--- config.mk ---
export PLATFORM = sky130hd
export DESIGN_NAME = bus_cycle_term
export DESIGN_NICKNAME = d
export VERILOG_FILES = /design/src/rtl/bus_cycle_term.sv
export SDC_FILE = /design/constraint.sdc
export NUM_CORES = 1
export LEC_CHECK = 0
export CORE_MARGIN = 3
export CORE_UTILIZATION = 35
export CTS_BUF_LIST = sky130_fd_sc_hd__clkbuf_2 sky130_fd_sc_hd__clkbuf_4 sky130_fd_sc_hd__clkbuf_8
export DETAILED_ROUTE_END_ITERATION = 6
export SYNTH_ARGS = -nofsm -noshare
export SYNTH_HDL_FRONTEND = slang
export SYNTH_SLANG_ARGS = --single-unit
export TNS_END_PERCENT = 100
--- constraint.sdc ---
create_clock -name clk -period 4 [get_ports clk]
set_input_delay 0.8 -clock clk [delete_from_list [all_inputs] [get_ports clk]]
set_output_delay 0.8 -clock clk [all_outputs]
set_load 0.01 [all_outputs]
--- src/rtl/bus_cycle_term.sv ---
// ============================================================================
// Module   : bus_cycle_term
// Brief    : 68000 bus-cycle terminator. Takes registered chip selects from
//            the address decoder and the synchronised address strobe, applies
//            per-device wait states and drives DTACK or BERR back to the CPU.
//            Unmapped, multiply-selected and timed-out cycles end in BERR.
// Options  : BUS_CYCLE_TERM_FAULT_CAPTURE_EN - latch the cause of the last
//            bus error on fault_code, cleared by fault_clr.
// Revision : 1.0 - initial release
// ============================================================================
`default_nettype none

module bus_cycle_term #(
    parameter int CNT_W      = 8,
    parameter int ROM_WAIT   = 3,
    parameter int RAM_WAIT   = 1,
    parameter int IO_WAIT    = 4,
    parameter int GFX_WAIT   = 2,
    parameter int CTRL_WAIT  = 0,
    parameter int PGTBL_WAIT = 0,
    parameter int TIMEOUT    = 255
) (
    input  logic       clk,
    input  logic       rst_n,
    input  logic       as_n,
    input  logic       csunmap,
    input  logic       csram1,
    input  logic       csram2,
    input  logic       csrom,
    input  logic       csio,
    input  logic       csgfx,
    input  logic       csctrl,
    input  logic       cspgtbl,
    input  logic       io_ready,
    input  logic       fault_clr,
    output logic       dtack_n,
    output logic       berr_n,
    output logic       cycle_active,
    output logic [1:0] fault_code
);

    localparam logic [1:0] S_IDLE = 2'd0;
    localparam logic [1:0] S_WAIT = 2'd1;
    localparam logic [1:0] S_ACK  = 2'd2;
    localparam logic [1:0] S_ERR  = 2'd3;

    localparam logic [1:0] F_NONE    = 2'b00;
    localparam logic [1:0] F_UNMAP   = 2'b01;
    localparam logic [1:0] F_MULTI   = 2'b10;
    localparam logic [1:0] F_TIMEOUT = 2'b11;

    localparam logic [CNT_W-1:0] CNT_MAX   = '1;
    localparam logic [CNT_W-1:0] TMO_LIM   = CNT_W'(TIMEOUT);
    localparam logic [CNT_W-1:0] W_ROM     = CNT_W'(ROM_WAIT);
    localparam logic [CNT_W-1:0] W_RAM     = CNT_W'(RAM_WAIT);
    localparam logic [CNT_W-1:0] W_IO      = CNT_W'(IO_WAIT);
    localparam logic [CNT_W-1:0] W_GFX     = CNT_W'(GFX_WAIT);
    localparam logic [CNT_W-1:0] W_CTRL    = CNT_W'(CTRL_WAIT);
    localparam logic [CNT_W-1:0] W_PGTBL   = CNT_W'(PGTBL_WAIT);

    logic [1:0]       state, state_nx;
    logic [CNT_W-1:0] tcnt, tcnt_nx, tcnt_inc;
    logic [CNT_W-1:0] wcnt, wcnt_nx;
    logic [CNT_W-1:0] dev_wait;
    logic             io_sel, io_sel_nx;
    logic [3:0]       cs_cnt;
    logic             timeout_due;
    logic [1:0]       err_cause;
    logic             enter_err;

    assign cs_cnt = {3'b000, csunmap} + {3'b000, csram1} + {3'b000, csram2}
                  + {3'b000, csrom}   + {3'b000, csio}   + {3'b000, csgfx}
                  + {3'b000, csctrl}  + {3'b000, cspgtbl};

    // Strobe-to-now counter saturates so a hung cycle can never wrap back
    // below the timeout limit.
    assign tcnt_inc    = (tcnt == CNT_MAX) ? tcnt : tcnt + 1'b1;
    assign timeout_due = (tcnt >= TMO_LIM);
    assign enter_err   = (state_nx == S_ERR) && (state != S_ERR);

    // Wait-state lookup for the single selected device (only used when exactly one cs is high)
    always_comb begin
        dev_wait = '0;
        if (csram1 || csram2) dev_wait = W_RAM;
        else if (csrom)       dev_wait = W_ROM;
        else if (csio)        dev_wait = W_IO;
        else if (csgfx)       dev_wait = W_GFX;
        else if (csctrl)      dev_wait = W_CTRL;
        else if (cspgtbl)     dev_wait = W_PGTBL;
    end

    // Next-state, counter and fault-cause decisions for the bus cycle
    always_comb begin
        state_nx  = state;
        tcnt_nx   = tcnt;
        wcnt_nx   = wcnt;
        io_sel_nx = io_sel;
        err_cause = F_NONE;
        case (state)
            S_IDLE: begin
                if (as_n) begin
                    tcnt_nx = '0;
                    wcnt_nx = '0;
                end else begin
                    tcnt_nx = tcnt_inc;
                    // Decoder has one cycle of latency, so "no cs yet" just waits.
                    if (cs_cnt > 4'd1) begin
                        state_nx  = S_ERR;
                        err_cause = F_MULTI;
                    end else if (csunmap) begin
                        state_nx  = S_ERR;
                        err_cause = F_UNMAP;
                    end else if (timeout_due) begin
                        state_nx  = S_ERR;
                        err_cause = F_TIMEOUT;
                    end else if (cs_cnt == 4'd1) begin
                        state_nx  = S_WAIT;
                        wcnt_nx   = dev_wait;
                        io_sel_nx = csio;
                    end
                end
            end
            S_WAIT: begin
                if (as_n) begin
                    // Aborted cycle: drop back silently.
                    state_nx = S_IDLE;
                    tcnt_nx  = '0;
                    wcnt_nx  = '0;
                end else begin
                    tcnt_nx = tcnt_inc;
                    if (wcnt != '0) begin
                        wcnt_nx = wcnt - 1'b1;
                        if (timeout_due) begin
                            state_nx  = S_ERR;
                            err_cause = F_TIMEOUT;
                        end
                    end else if (!io_sel || io_ready) begin
                        // Acknowledge beats a timeout falling due on the same edge.
                        state_nx = S_ACK;
                    end else if (timeout_due) begin
                        state_nx  = S_ERR;
                        err_cause = F_TIMEOUT;
                    end
                end
            end
            S_ACK, S_ERR: begin
                // Hold the termination until the CPU lifts its strobe.
                if (as_n) begin
                    state_nx = S_IDLE;
                    tcnt_nx  = '0;
                    wcnt_nx  = '0;
                end
            end
            default: begin
                state_nx = S_IDLE;
                tcnt_nx  = '0;
                wcnt_nx  = '0;
            end
        endcase
    end

    // State, counters and registered bus outputs
    always_ff @(posedge clk or negedge rst_n) begin
        if (!rst_n) begin
            state        <= S_IDLE;
            tcnt         <= '0;
            wcnt         <= '0;
            io_sel       <= 1'b0;
            dtack_n      <= 1'b1;
            berr_n       <= 1'b1;
            cycle_active <= 1'b0;
        end else begin
            state        <= state_nx;
            tcnt         <= tcnt_nx;
            wcnt         <= wcnt_nx;
            io_sel       <= io_sel_nx;
            dtack_n      <= (state_nx != S_ACK);
            berr_n       <= (state_nx != S_ERR);
            // A strobed cycle is live exactly while the strobe is sampled low.
            cycle_active <= !as_n;
        end
    end

`ifdef BUS_CYCLE_TERM_FAULT_CAPTURE_EN
    // Latch the cause of each bus error; a new fault beats a clear request
    always_ff @(posedge clk or negedge rst_n) begin
        if (!rst_n) begin
            fault_code <= F_NONE;
        end else if (enter_err) begin
            fault_code <= err_cause;
        end else if (fault_clr) begin
            fault_code <= F_NONE;
        end
    end
`else
    logic       unused_fault;
    assign unused_fault = fault_clr ^ enter_err ^ (|err_cause);
    assign fault_code   = F_NONE;
`endif

endmodule

`default_nettype wire

==> results of run 1 <==
[final timing paths]
| check | from | endpoint | slack [ns] | cells past startpoint |
|---|---|---|---|---|
| min in group asynchronous | rst_n | wcnt[0]$_DFFE_PN0P_ | 1.10 | 1 |
| max in group asynchronous | rst_n | io_sel$_DFFE_PN0P_ | 2.29 | 1 |
| worst max-delay path | csrom | wcnt[1]$_DFFE_PN0P_ | 0.14 | 11 |
| worst max register to register | tcnt[0]$_DFFE_PN0P_ | wcnt[1]$_DFFE_PN0P_ | 1.97 | 6 |
| worst min-delay path | io_sel$_DFFE_PN0P_ | io_sel$_DFFE_PN0P_ | 0.51 | 1 |
| worst min register to register | io_sel$_DFFE_PN0P_ | io_sel$_DFFE_PN0P_ | 0.51 | 1 |
[worst max-delay path: stages]
cell,delay [ns]
buf_6,0.10
fa_1,0.52
inv_1,0.05
fa_1,0.46
fa_1,0.54
inv_2,0.05
ha_4,0.15
fa_2,0.45
o41ai_4,0.47
nand2_4,0.12
mux2_4,0.31
[flip-flops by register name (all words and copies together), names as in the netlist]
register	count
cycle_active	1
state	2
wcnt	8
tcnt	8
dtack_n	1
io_sel	1
berr_n	1
[kinds of logic after synthesis]
logic type,count (synthesis),synth area share (%)
compound gates,34,16.3
flops,22,37.2
xor+xnor,6,3.54
fa+ha+maj,10,10.4
other cells,1,0.252
mux,6,4.46
buf+inv,19,5.39
simple gates,55,22.4
[cell usage after synthesis (2+ instances only)]
master      n
dfrtp_1    20
nor2_1     16
inv_1      13
a21oi_1    10
nand2_1     9
ha_1        6
o21ai_0     6
fa_1        4
mux2i_1     4
nor2b_1     4
o2bb2ai_1   4
clkbuf_1    3
nand3_1     3
xnor2_1     3
xor2_1      3
a21o_1      2
a21o_2      2
a31oi_1     2
buf_4       2
dfstp_2     2
nand4_1     2
nor3_1      2
nor3b_1     2
or3_1       2
[power by group through the flow]
stage	registers, W	clock network (W)	logic [W]
after floorplan	0.000334	0	0.000508
after global placement	0.000361	0	0.000639
after detailed placement	0.000365	0	0.000659
after CTS	0.000360	0.000166	0.000673
after global routing	0.000374	0.000174	0.000751
final	0.000361	0.000163	0.000678
[final cells by class]
type | instances | area (um2)
Multi-Input combinational cell | 113 | 878
Clock buffer | 4 | 55.1
Tap cell | 50 | 62.6
Inverter | 13 | 48.8
Sequential cell | 22 | 553
Fill cell | 396 | 2250
Timing Repair Buffer | 25 | 214
[what timing repair did]
action,CTS,global route
setup endpoints to repair,12,9
buffers inserted,0,1
pin swaps,7,4
gates resized for setup,18,0
[metrics by stage]
stage	cells	hold WS [ns]
after global routing	227	0.540
after global placement	222	0.483
after floorplan	154	0.471
after CTS	226	0.513
after detailed placement	222	0.495
final	227	0.507
[metal layers]
layer  up-vias  wire [um]  global-route usage (%)
li1        581          -                       -
met1       560       1470                    18.3
met2        21       1460                    20.3
met3         6         63                    1.28
met4         0         36                    2.92
met5         -          0                       0
==> results.cfg, run 1 <==
[pwr]
swShare_pct = 41.6
pwr-share-seq_pct = 30.0
peakVddDrop_mv = 0.191
p_comb_share_pct = 56.4
power.density_nw_per_um2 = 664
clkPwrFrac_pct = 13.6
power.total_w = 0.00120
total_leakage_power_nw = 0.810
net-switching-power_w = 0.000500
intPower_w = 0.000702

[layout]
layout_commonest_cell = dfrtp_1
synthToLayoutAreaGrowth_pct = 21.9
final_util_pct = 44.7
nNetsFinal = 201
design_area_um2 = 1810
diodes = 0
drive_gt1_share_pct = 23.7
final_cell_mix = dfrtp_1, nor2_1, inv_1, clkdlybuf4s50_1, buf_4

[sta]
fin_setup_tns_ns = 0
final-setup-viol-count = 0
finClkSkew_ns = 0.00712
relSlewSlack_pct = 31.3
timing.final.crit_share_pct = 96.5
slew_viol_final = 0
max_freq_mhz = 259
timing.final.crit_period_ns = 3.86
layout_setup_ws_ns = 0.142
rsz0062_at_grt = false
tightestPinTransition_ns = 1.03
final_hold_viol_count = 0

[synth]
synth-seq-cells = 22
syn_area_um2 = 1490
netlist_top_cells_area = dfrtp_1, fa_1, ha_1
synth_cell_types = 51
ys_warn_count = 0
synthDominantCellAreaShare_pct = 33.7
synthDominantAreaCellType = dfrtp_1
synthFlopType = dfrtp_1
syn_inst = 153
ys_async_sr_fraction_pct = 100
ys_seq_area_share_pct = 37.2
synth_edf_count = 0
syn_avg_cell_area_um2 = 9.72

[drt]
vias = 1168
drt-pass1-iter-count = 5
drt_iter0_markers = 60
antenna_left = 0
wire_per_inst_um = 13.4
viasPerCell = 5.15
routed_wl_um = 3040
drc_errors = 0

[cts]
clockRootBuffer = clkbuf_8
postCtsHoldBufs = 0
cts_buffers = 3
clk_path_buf_depth = 2
insertion_delay_ns = 0.26
htreeDepth = 1
cts_tree = yes
numClockSinks = 22
clk_pin_slew_ns = 0.09

[flow_run]
max_cap_violations = 0

[run_status]
outcome = finished clean

[placed_design]
placed_area_um2 = 1740
pre_cts_ws_ns = -0.601
dp_hpwl_um = 2370
gp_congestion = 0.757
numPortBuffers = 14

[setup_path]
crit_fanout = 4
critPathCaptureType = flip-flop
cp-start-kind = primary input
critPathArrivalTime_ns = 4.02
worstPathRequired_ns = 4.16
crit_type = in -> reg

[grt]
grt_first_pass_wirelength_um = 5280
grt_pass1_vias = 1140
grt_antenna_before_repair = 0
grt_max_degree = 23
grtUsageTotal_pct = 12.6
grt_remaining_overflow = 0

[die]
ioPinCount = 18
die_h_um = 71.2
die_x_um = 71.2
die_area_um2 = 5070
rows = 23
initial_core_util_pct = 36.6
core_um2 = 4060

[min_path]
holdCritPathClass = reg -> reg
No activity file was read; power rests on OpenSTA's default activity.
==> run 2: changes to the inputs <==
TNS_END_PERCENT = 5   (was 100)
==> results of run 2 <==
Final layout, timing and power as in run 1 (identical DEF).
